===== config.mk =====
export PLATFORM = sky130hd
export DESIGN_NAME = ifetch_queue_flat
export DESIGN_NICKNAME = d
export VERILOG_FILES = /design/src/rtl/ifetch_queue_if.sv /design/src/rtl/ifetch_queue.sv /design/src/flat_wrapper.sv
export SDC_FILE = /design/constraint.sdc
export NUM_CORES = 1
export LEC_CHECK = 0
export CORE_ASPECT_RATIO = 1.4
export CORE_MARGIN = 2
export CORE_UTILIZATION = 51
export DETAILED_ROUTE_END_ITERATION = 6
export PLACE_DENSITY = 0.79
export SLEW_MARGIN = 30
export SYNTH_ARGS = -nofsm -noshare
export SYNTH_HDL_FRONTEND = slang
export SYNTH_SLANG_ARGS = --single-unit

===== constraint.sdc =====
create_clock -name clk -period 16.65 [get_ports clk]
set_input_delay 3.33 -clock clk [delete_from_list [all_inputs] [get_ports clk]]
set_output_delay 3.33 -clock clk [all_outputs]
set_load 0.005 [all_outputs]

===== src/rtl/ifetch_queue_if.sv =====
// Fetch-stage bundle: redirect input, instruction-memory port and decode handshake.
// master is the fetch unit; slave is the memory/decode environment around it.
interface ifetch_queue_if #(
    parameter int unsigned WORD_W  = 64,
    parameter int unsigned INSTR_W = 32
);
    logic               pc_src;
    logic [WORD_W-1:0]  branch_target;
    logic               imem_req;
    logic [WORD_W-1:0]  imem_addr;
    logic [INSTR_W-1:0] imem_rdata;
    logic [INSTR_W-1:0] instruction;
    logic [WORD_W-1:0]  cur_pc;
    logic               instr_valid;
    logic               instr_ready;

    modport master (
        input  pc_src, branch_target, imem_rdata, instr_ready,
        output imem_req, imem_addr, instruction, cur_pc, instr_valid
    );

    modport slave (
        output pc_src, branch_target, imem_rdata, instr_ready,
        input  imem_req, imem_addr, instruction, cur_pc, instr_valid
    );
endinterface


===== src/rtl/ifetch_queue.sv =====
// Prefetching fetch stage: fixed-latency imem requests feed a DEPTH-entry {pc, instr}
// queue drained by decode; a redirect flushes both queued and in-flight work.
module ifetch_queue #(
    parameter int unsigned       WORD_W   = 64,
    parameter int unsigned       INSTR_W  = 32,
    parameter int unsigned       DEPTH    = 4,
    parameter int unsigned       PC_STEP  = 4,
    parameter logic [WORD_W-1:0] RESET_PC = '0
) (
    input logic            clk,
    input logic            reset,
    ifetch_queue_if.master bus
);
    localparam int unsigned PTR_W = $clog2(DEPTH);
    localparam int unsigned CNT_W = PTR_W + 1;
    localparam logic [WORD_W-1:0] ALIGN_MASK = ~(WORD_W'(PC_STEP - 1));

    logic [WORD_W-1:0]  fetch_pc_q;
    logic               inflight_q;
    logic [WORD_W-1:0]  inflight_pc_q;
    logic [CNT_W-1:0]   count_q, count_d;
    logic [PTR_W-1:0]   wr_ptr_q, rd_ptr_q;
    logic [WORD_W-1:0]  mem_pc_q    [DEPTH];
    logic [INSTR_W-1:0] mem_instr_q [DEPTH];

    logic             issue, push, pop;
    logic [CNT_W:0]   credit_used;

    // Credit counts the in-flight response so its slot is always reserved.
    always_comb begin
        credit_used = {1'b0, count_q} + {{CNT_W{1'b0}}, inflight_q};
        issue       = !reset && !bus.pc_src && (credit_used < (CNT_W + 1)'(DEPTH));
        push        = inflight_q && !bus.pc_src;
        pop         = (count_q != '0) && bus.instr_ready;

        count_d = count_q;
        unique case ({push, pop})
            2'b10:   count_d = count_q + CNT_W'(1);
            2'b01:   count_d = count_q - CNT_W'(1);
            default: count_d = count_q;
        endcase
    end

    assign bus.imem_req    = issue;
    assign bus.imem_addr   = fetch_pc_q;
    assign bus.instr_valid = (count_q != '0);
    assign bus.instruction = mem_instr_q[rd_ptr_q];
    assign bus.cur_pc      = mem_pc_q[rd_ptr_q];

    always_ff @(posedge clk or posedge reset) begin
        if (reset) begin
            fetch_pc_q    <= RESET_PC;
            inflight_q    <= 1'b0;
            inflight_pc_q <= '0;
            count_q       <= '0;
            wr_ptr_q      <= '0;
            rd_ptr_q      <= '0;
            for (int i = 0; i < int'(DEPTH); i++) begin
                mem_pc_q[i]    <= '0;
                mem_instr_q[i] <= '0;
            end
        end else if (bus.pc_src) begin
            // A pop in this cycle still completes downstream; everything else is dropped.
            fetch_pc_q <= bus.branch_target & ALIGN_MASK;
            inflight_q <= 1'b0;
            count_q    <= '0;
            wr_ptr_q   <= '0;
            rd_ptr_q   <= '0;
        end else begin
            inflight_q <= issue;
            if (issue) begin
                fetch_pc_q    <= fetch_pc_q + WORD_W'(PC_STEP);
                inflight_pc_q <= fetch_pc_q;
            end
            if (push) begin
                mem_pc_q[wr_ptr_q]    <= inflight_pc_q;
                mem_instr_q[wr_ptr_q] <= bus.imem_rdata;
                wr_ptr_q              <= wr_ptr_q + PTR_W'(1);
            end
            if (pop) begin
                rd_ptr_q <= rd_ptr_q + PTR_W'(1);
            end
            count_q <= count_d;
        end
    end

`ifndef SYNTHESIS
    no_overflow: assert property (@(posedge clk) disable iff (reset)
        !(push && !pop && (count_q == CNT_W'(DEPTH))));
`endif

endmodule


===== src/flat_wrapper.sv =====
// flat-port wrapper written by rule: the top's interface ports become plain ports
module ifetch_queue_flat 
#(
    parameter int unsigned       WORD_W   = 64,
    parameter int unsigned       INSTR_W  = 32,
    parameter int unsigned       DEPTH    = 4,
    parameter int unsigned       PC_STEP  = 4,
    parameter logic [WORD_W-1:0] RESET_PC = '0
)
  (clk, reset, bus_pc_src, bus_branch_target, bus_imem_rdata, bus_instr_ready, bus_imem_req, bus_imem_addr, bus_instruction, bus_cur_pc, bus_instr_valid);
  ifetch_queue_if #(.WORD_W(WORD_W), .INSTR_W(INSTR_W)) bus_i ();
  input logic clk;
  input logic reset;
  input wire logic [$bits(bus_i.pc_src)-1:0] bus_pc_src;
  input wire logic [$bits(bus_i.branch_target)-1:0] bus_branch_target;
  input wire logic [$bits(bus_i.imem_rdata)-1:0] bus_imem_rdata;
  input wire logic [$bits(bus_i.instr_ready)-1:0] bus_instr_ready;
  output wire logic [$bits(bus_i.imem_req)-1:0] bus_imem_req;
  output wire logic [$bits(bus_i.imem_addr)-1:0] bus_imem_addr;
  output wire logic [$bits(bus_i.instruction)-1:0] bus_instruction;
  output wire logic [$bits(bus_i.cur_pc)-1:0] bus_cur_pc;
  output wire logic [$bits(bus_i.instr_valid)-1:0] bus_instr_valid;
  assign bus_i.pc_src = bus_pc_src;
  assign bus_i.branch_target = bus_branch_target;
  assign bus_i.imem_rdata = bus_imem_rdata;
  assign bus_i.instr_ready = bus_instr_ready;
  assign bus_imem_req = bus_i.imem_req;
  assign bus_imem_addr = bus_i.imem_addr;
  assign bus_instruction = bus_i.instruction;
  assign bus_cur_pc = bus_i.cur_pc;
  assign bus_instr_valid = bus_i.instr_valid;
  ifetch_queue #(.WORD_W(WORD_W), .INSTR_W(INSTR_W), .DEPTH(DEPTH), .PC_STEP(PC_STEP), .RESET_PC(RESET_PC)) u_core (.clk(clk), .reset(reset), .bus(bus_i));
endmodule

==> out/results.ini, run 1 <==
[outcome]
status=complete, no violations

[sta]
final_hold_viol_count=0
worst_slew_pin_slew_ns=0.9007
hold-worst-slack_ns=0.4986
rsz0062_at_grt=no
setup_violations=0
slew_violations=0
final.min_clock_period_ns=8.738
slew_headroom_pct=39.51
fin_tns_setup_ns=0
min_period_over_period_pct=52.48
finalWorstSetupSlack_ns=7.912
finClkSkew_ns=0.01189
fmax_mhz=114.4

[synthesis]
synth_area_sq_mm=0.02266
synthCells=1549
async_flop_share_pct=100.0
yosysMostFrequentCell=dfrtp_1
synth_edf_count=0
seq_area_frac_synth_pct=56.09
ys_types=53
synthTopCellsByArea=dfrtp_1 56%, mux2_2 22%, mux4_2 9.3%
synth_top_cell_by_area=dfrtp_1
synth_seq_cells=508
synth_common_cells=508 x dfrtp_1, 440 x mux2_2, 94 x mux4_2
avgSynthCellArea_sq_um=14.63
synth_top_area_share_pct=56.09
ys.warnings.count=0
synth_top_flop_cell=dfrtp_1

[cts]
root_buffer=clkbuf_16
cts.sinks=508
cts_buffers=50
cts_tree=yes
post_cts_resized=0
hold_buffers=0
cts_buffer_depth=3
path_clk_slew_ns=0.06
cts_htree_levels=2
clkLatencyLatePin_ns=0.57
post_cts_buffers=0

[grt]
antenna_found_initial=6
grt_pass1_vias=15030
met1_usage_pct=30.38
grt_busiest_layer=met2
grt_overflow=0
grt.met3_usage_pct=4.674
met2_usage_pct=41.35
grt_usage_pct=24.13
grt_first_pass_wirelength_mm=86.17
grt_max_degree=86

[die]
io_pins=262
row_count=91
core_area_sq_mm=0.04395
die_x_um=182.2
fp.dieH_um=253.4
die_area_sq_mm=0.04616
start_util_pct=51.57

[power]
power_density_mw_per_mm2=153.0
vdd_drop_max_mv=0.09253
p_leak_nw=12.02
total_power_mw=4.209

[worst_hold_path]
min_from=u_core.mem_instr_q[60]
min_path_cells=1
holdCritPathClass=reg -> reg
holdPathEnd=u_core.mem_instr_q[60]

[critical_path]
critPathBufInv=2
slowest_stage=clkdlybuf4s50_1
crit_family=buffers and inverters
reg2reg_depth=6
cp-start-kind=primary input
critPathKind=in -> out
worstPathCellList=clkdlybuf4s50_1 -> a311o_1 -> nor2_4 -> clkdlybuf4s50_1
required_ns=13.32
rrSetupSlack_ns=13.33
reg2reg_from=u_core.count_q[1]
cp-end-kind=output port
crit_path_frequent_cell=clkdlybuf4s50_1
worstPathArrival_ns=5.41
path_max_fanout=13
max_stage_delay_ns=0.59
r2r-end=u_core.bus.imem_addr[53]

[placed_design]
place_ws_ns=7.922
port_buffers=255
hpwl_mm=35.18
post_dp_cell_area_sq_mm=0.02574
gp_congestion=0.8212
dp_cells=2284

[job]
drv_cap=0

[finish]
final_util_pct=62.58
layout.nets=1884
design_area_sq_mm=0.02750
final.fill_count=3237
area_delta_synth_final_pct=21.36
layout.cells.non_filler=2381
layout-drive-gt1-share_pct=36.28

[detailed_routing]
postRouteAntennaNets=0
vias=14190
viasPerCell=5.960
drtPass1Iterations=5
drc=0
wl_mm=54.88
drtIter0Drc=799
wire_per_inst_um=23.05

worst max-delay path by stage:
stage | to | cells after the start | start | slack, ns
2_1_floorplan | u_core.bus.imem_addr[10] | 1 | reset | 6.42
3_3_place_gp | bus_imem_req | 4 | reset | 7.93
3_5_place_dp | bus_imem_req | 4 | reset | 7.92
4_1_cts | bus_imem_req | 4 | reset | 7.90
5_1_grt | bus_imem_req | 4 | reset | 7.82
6_report | bus_imem_req | 4 | reset | 7.91
layer usage:
layer	part of all wire [%]	vias to the layer above
li1	-	6201
met1	40	7448
met2	51	430
met3	5.6	105
met4	3.6	6
met5	0.078	-
where the power goes:
| part | total (mW) | switching (mW) | internal [mW] |
|---|---|---|---|
| Combinational | 1.17 | 0.383 | 0.784 |
| Clock | 1.17 | 0.470 | 0.700 |
| Sequential | 1.87 | 0.274 | 1.60 |
| Total | 4.21 | 1.13 | 3.08 |
flip-flops by register name, indices dropped and copies added, names as in the netlist:
register              cells
u_core.mem_pc_q         248
u_core.mem_instr_q      128
u_core.bus.imem_addr     62
u_core.inflight_pc_q     62
u_core.count_q            3
u_core.rd_ptr_q           2
u_core.wr_ptr_q           2
u_core.inflight_q         1
kinds of logic (layout without fill, tap and decap cells):
group                      Yosys count  after routing  share of synthesized area, %
adders and majority gates            6              6                        0.3644
xor gates and xnor gates            42             42                         1.623
AOI/OAI and AO/OA                   80             80                         2.164
DFF                                508            508                         56.09
muxes                              541            541                         31.51
buffers and inverters              111            378                         2.026
other                                1              8                       0.01655
and+or+nand+nor                    260            260                         6.200
placed cells by master, fill, tap and decap left out, types with 3 or more instances in the layout:
master,count
nand2_4,4
clkbuf_8,13
xor2_1,21
o31ai_1,6
nor2_1,39
xnor2_1,21
clkinvlp_4,3
bufinv_16,4
nand2_1,70
nand3_1,37
diode_2,4
mux2i_1,7
clkbuf_16,53
or3_1,12
mux2_2,440
ha_1,5
o21ai_0,43
clkinv_2,11
buf_4,8
mux4_2,94
nor2b_1,6
nor4_1,17
clkbuf_1,9
clkdlybuf4s50_1,254
buf_6,10
conb_1,4
and4_1,4
nand4_1,30
dfrtp_1,506
or4_1,11
inv_1,11
a211o_1,4
nor3_1,14
a31oi_1,11
layout make-up:
type	count	area, sq um	area share [%]
timing repair buffer	273	2743	9.972
sequential	508	12720	46.25
antenna	4	10.01	0.03639
tap	558	698.2	2.538
inverter	12	48.80	0.1774
clock inverter	18	198.9	0.7233
clock buffer	75	1539	5.595
multi-input combinational	933	9547	34.71
Note: power is estimated with default switching activity, not from simulation.
==> inputs of run 2 (changes only) <==
==> constraint.sdc (replaced) <==
create_clock -name clk -period 8 [get_ports clk]
set_input_delay 1.6 -clock clk [delete_from_list [all_inputs] [get_ports clk]]
set_output_delay 1.6 -clock clk [all_outputs]
set_load 0.005 [all_outputs]
==> out/results.ini, run 2 (synthesis results as in run 1) <==
[cts]
cts_buffer_depth=3  ; unchanged
hold_buffers=0  ; unchanged
root_buffer=clkbuf_16
path_clk_slew_ns=0.06  ; about the same
cts_tree=yes
post_cts_buffers=0  ; unchanged
post_cts_resized=0  ; unchanged
cts_buffers=49  ; -2.0%
cts.sinks=508  ; unchanged
clkLatencyLatePin_ns=0.57  ; about the same
cts_htree_levels=2  ; unchanged

[sta]
hold-worst-slack_ns=0.4991  ; +0.0005270 ns
final_hold_viol_count=0  ; unchanged
rsz0062_at_grt=no
worst_slew_pin_slew_ns=0.9554  ; +0.05471 ns
slew_headroom_pct=35.83  ; -3.7 points
fmax_mhz=189.7
fin_tns_setup_ns=0  ; unchanged
slew_violations=0  ; unchanged
final.min_clock_period_ns=5.272
setup_violations=0  ; unchanged
min_period_over_period_pct=65.91
finClkSkew_ns=0.02185  ; +0.009961 ns

[grt]
grt_max_degree=184  ; +110%
grt_pass1_vias=15070  ; +0.25%
grt_overflow=0  ; unchanged
grt_usage_pct=24.07  ; -0.057 points
antenna_found_initial=7  ; +1
grt_first_pass_wirelength_mm=86.19  ; about the same

[critical_path]
required_ns=6.40  ; -6.92 ns
worstPathArrival_ns=3.67  ; -1.74 ns
max_stage_delay_ns=0.59  ; about the same
reg2reg_depth=6  ; unchanged
cp-end-kind=output port
slowest_stage=clkdlybuf4s50_1
cp-start-kind=primary input
critPathKind=in -> out
worstPathCellList=clkdlybuf4s50_1 -> a311o_1 -> nor2_4 -> clkdlybuf4s50_1
path_max_fanout=13  ; unchanged
crit_path_frequent_cell=clkdlybuf4s50_1

[detailed_routing]
vias=14090  ; -0.69%
drtIter0Drc=806  ; +0.88%
viasPerCell=5.941  ; -0.31%
wl_mm=54.89  ; about the same
wire_per_inst_um=23.14  ; +0.40%
postRouteAntennaNets=0  ; unchanged
drtPass1Iterations=4  ; -1
drc=0  ; unchanged

[power]
vdd_drop_max_mv=0.1866  ; +100%
p_leak_nw=11.99  ; -0.23%
power_density_mw_per_mm2=317.8  ; +110%

[finish]
area_delta_synth_final_pct=21.16
layout-drive-gt1-share_pct=36.20  ; -0.081 points
design_area_sq_mm=0.02746  ; -0.16%
most-common-layout-cells=506 x dfrtp_1, 440 x mux2_2, 254 x clkdlybuf4s50_1
largest_register_ffs=248  ; unchanged
layout_commonest_cell=dfrtp_1
layout.nets=1885  ; +0.053%
final.fill_count=3291  ; +1.7%
final_util_pct=62.48  ; -0.10 points
largestRegisters=u_core.mem_pc_q (248), u_core.mem_instr_q (128)
top_register=u_core.mem_pc_q

[die]
row_count=91  ; unchanged
io_pins=262  ; unchanged
start_util_pct=51.57  ; unchanged
fp.dieH_um=253.4  ; unchanged
die_x_um=182.2  ; unchanged
die_area_sq_mm=0.04616  ; unchanged
core_area_sq_mm=0.04395  ; unchanged

[job]
drv_cap=0  ; unchanged

[placed_design]
post_dp_cell_area_sq_mm=0.02575  ; about the same
hpwl_mm=35.39  ; +0.57%
port_buffers=255  ; unchanged
gp_congestion=0.8149  ; -0.77%

[worst_hold_path]
holdCritPathClass=reg -> reg
min_path_cells=1  ; unchanged

[outcome]
status=complete, no violations

==> run 2: layout make-up <==
cell class / instances / area [sq um] / area share, %
Tap cell: 558 / 698.2 / 2.543
Timing Repair Buffer: 275 / 2776 / 10.11
Clock inverter: 12 / 168.9 / 0.6151
Multi-Input combinational cell: 933 / 9547 / 34.77
Inverter: 12 / 48.80 / 0.1777
Clock buffer: 72 / 1495 / 5.445
Antenna cell: 2 / 5.005 / 0.01823
Sequential cell: 508 / 12720 / 46.32
==> run 2: metrics by stage <==
stage,cells,power (mW),setup slack (ns)
floorplan,1552,5.156,-0.4964
global placement,2283,6.247,2.765
detailed placement,2285,6.410,2.752
CTS,2369,8.812,2.739
global route,2372,9.159,2.638
finish,2372,8.725,2.728
==> run 2: worst paths after layout <==
| path | from | end | slack [ns] |
|---|---|---|---|
| setup / recovery | reset | bus_imem_req | 2.73 |
| hold / removal | u_core.mem_instr_q[58] | u_core.mem_instr_q[58] | 0.50 |
| setup reg to reg | u_core.count_q[1] | u_core.bus.imem_addr[53] | 4.73 |
| hold reg to reg | u_core.mem_instr_q[58] | u_core.mem_instr_q[58] | 0.50 |
| max in group asynchronous | reset | u_core.mem_instr_q[87] | 4.91 |
| min in group asynchronous | reset | u_core.rd_ptr_q[1] | 1.51 |
==> run 2: worst max-delay path: cells and delay by family <==
| family | cells | cell delay (ns) |
|---|---|---|
| buffers and inverters | 2 | 1.08 |
| AOI/OAI and AO/OA | 1 | 0.57 |
| and+or+nand+nor | 1 | 0.42 |
==> run 2: per-layer routing <==
layer  GRT usage, %  part of all wire (%)
met1          30.30                    40
met2          40.70                    50
met3          5.451                   5.9
met4          9.332                   3.9
met5              0                  0.11
==> run 2: where the power goes <==
group / switching (mW) / internal, mW / total (mW)
clock network: 0.967 / 1.42 / 2.38
registers: 0.554 / 3.32 / 3.88
logic: 0.822 / 1.64 / 2.46
total: 2.34 / 6.38 / 8.73
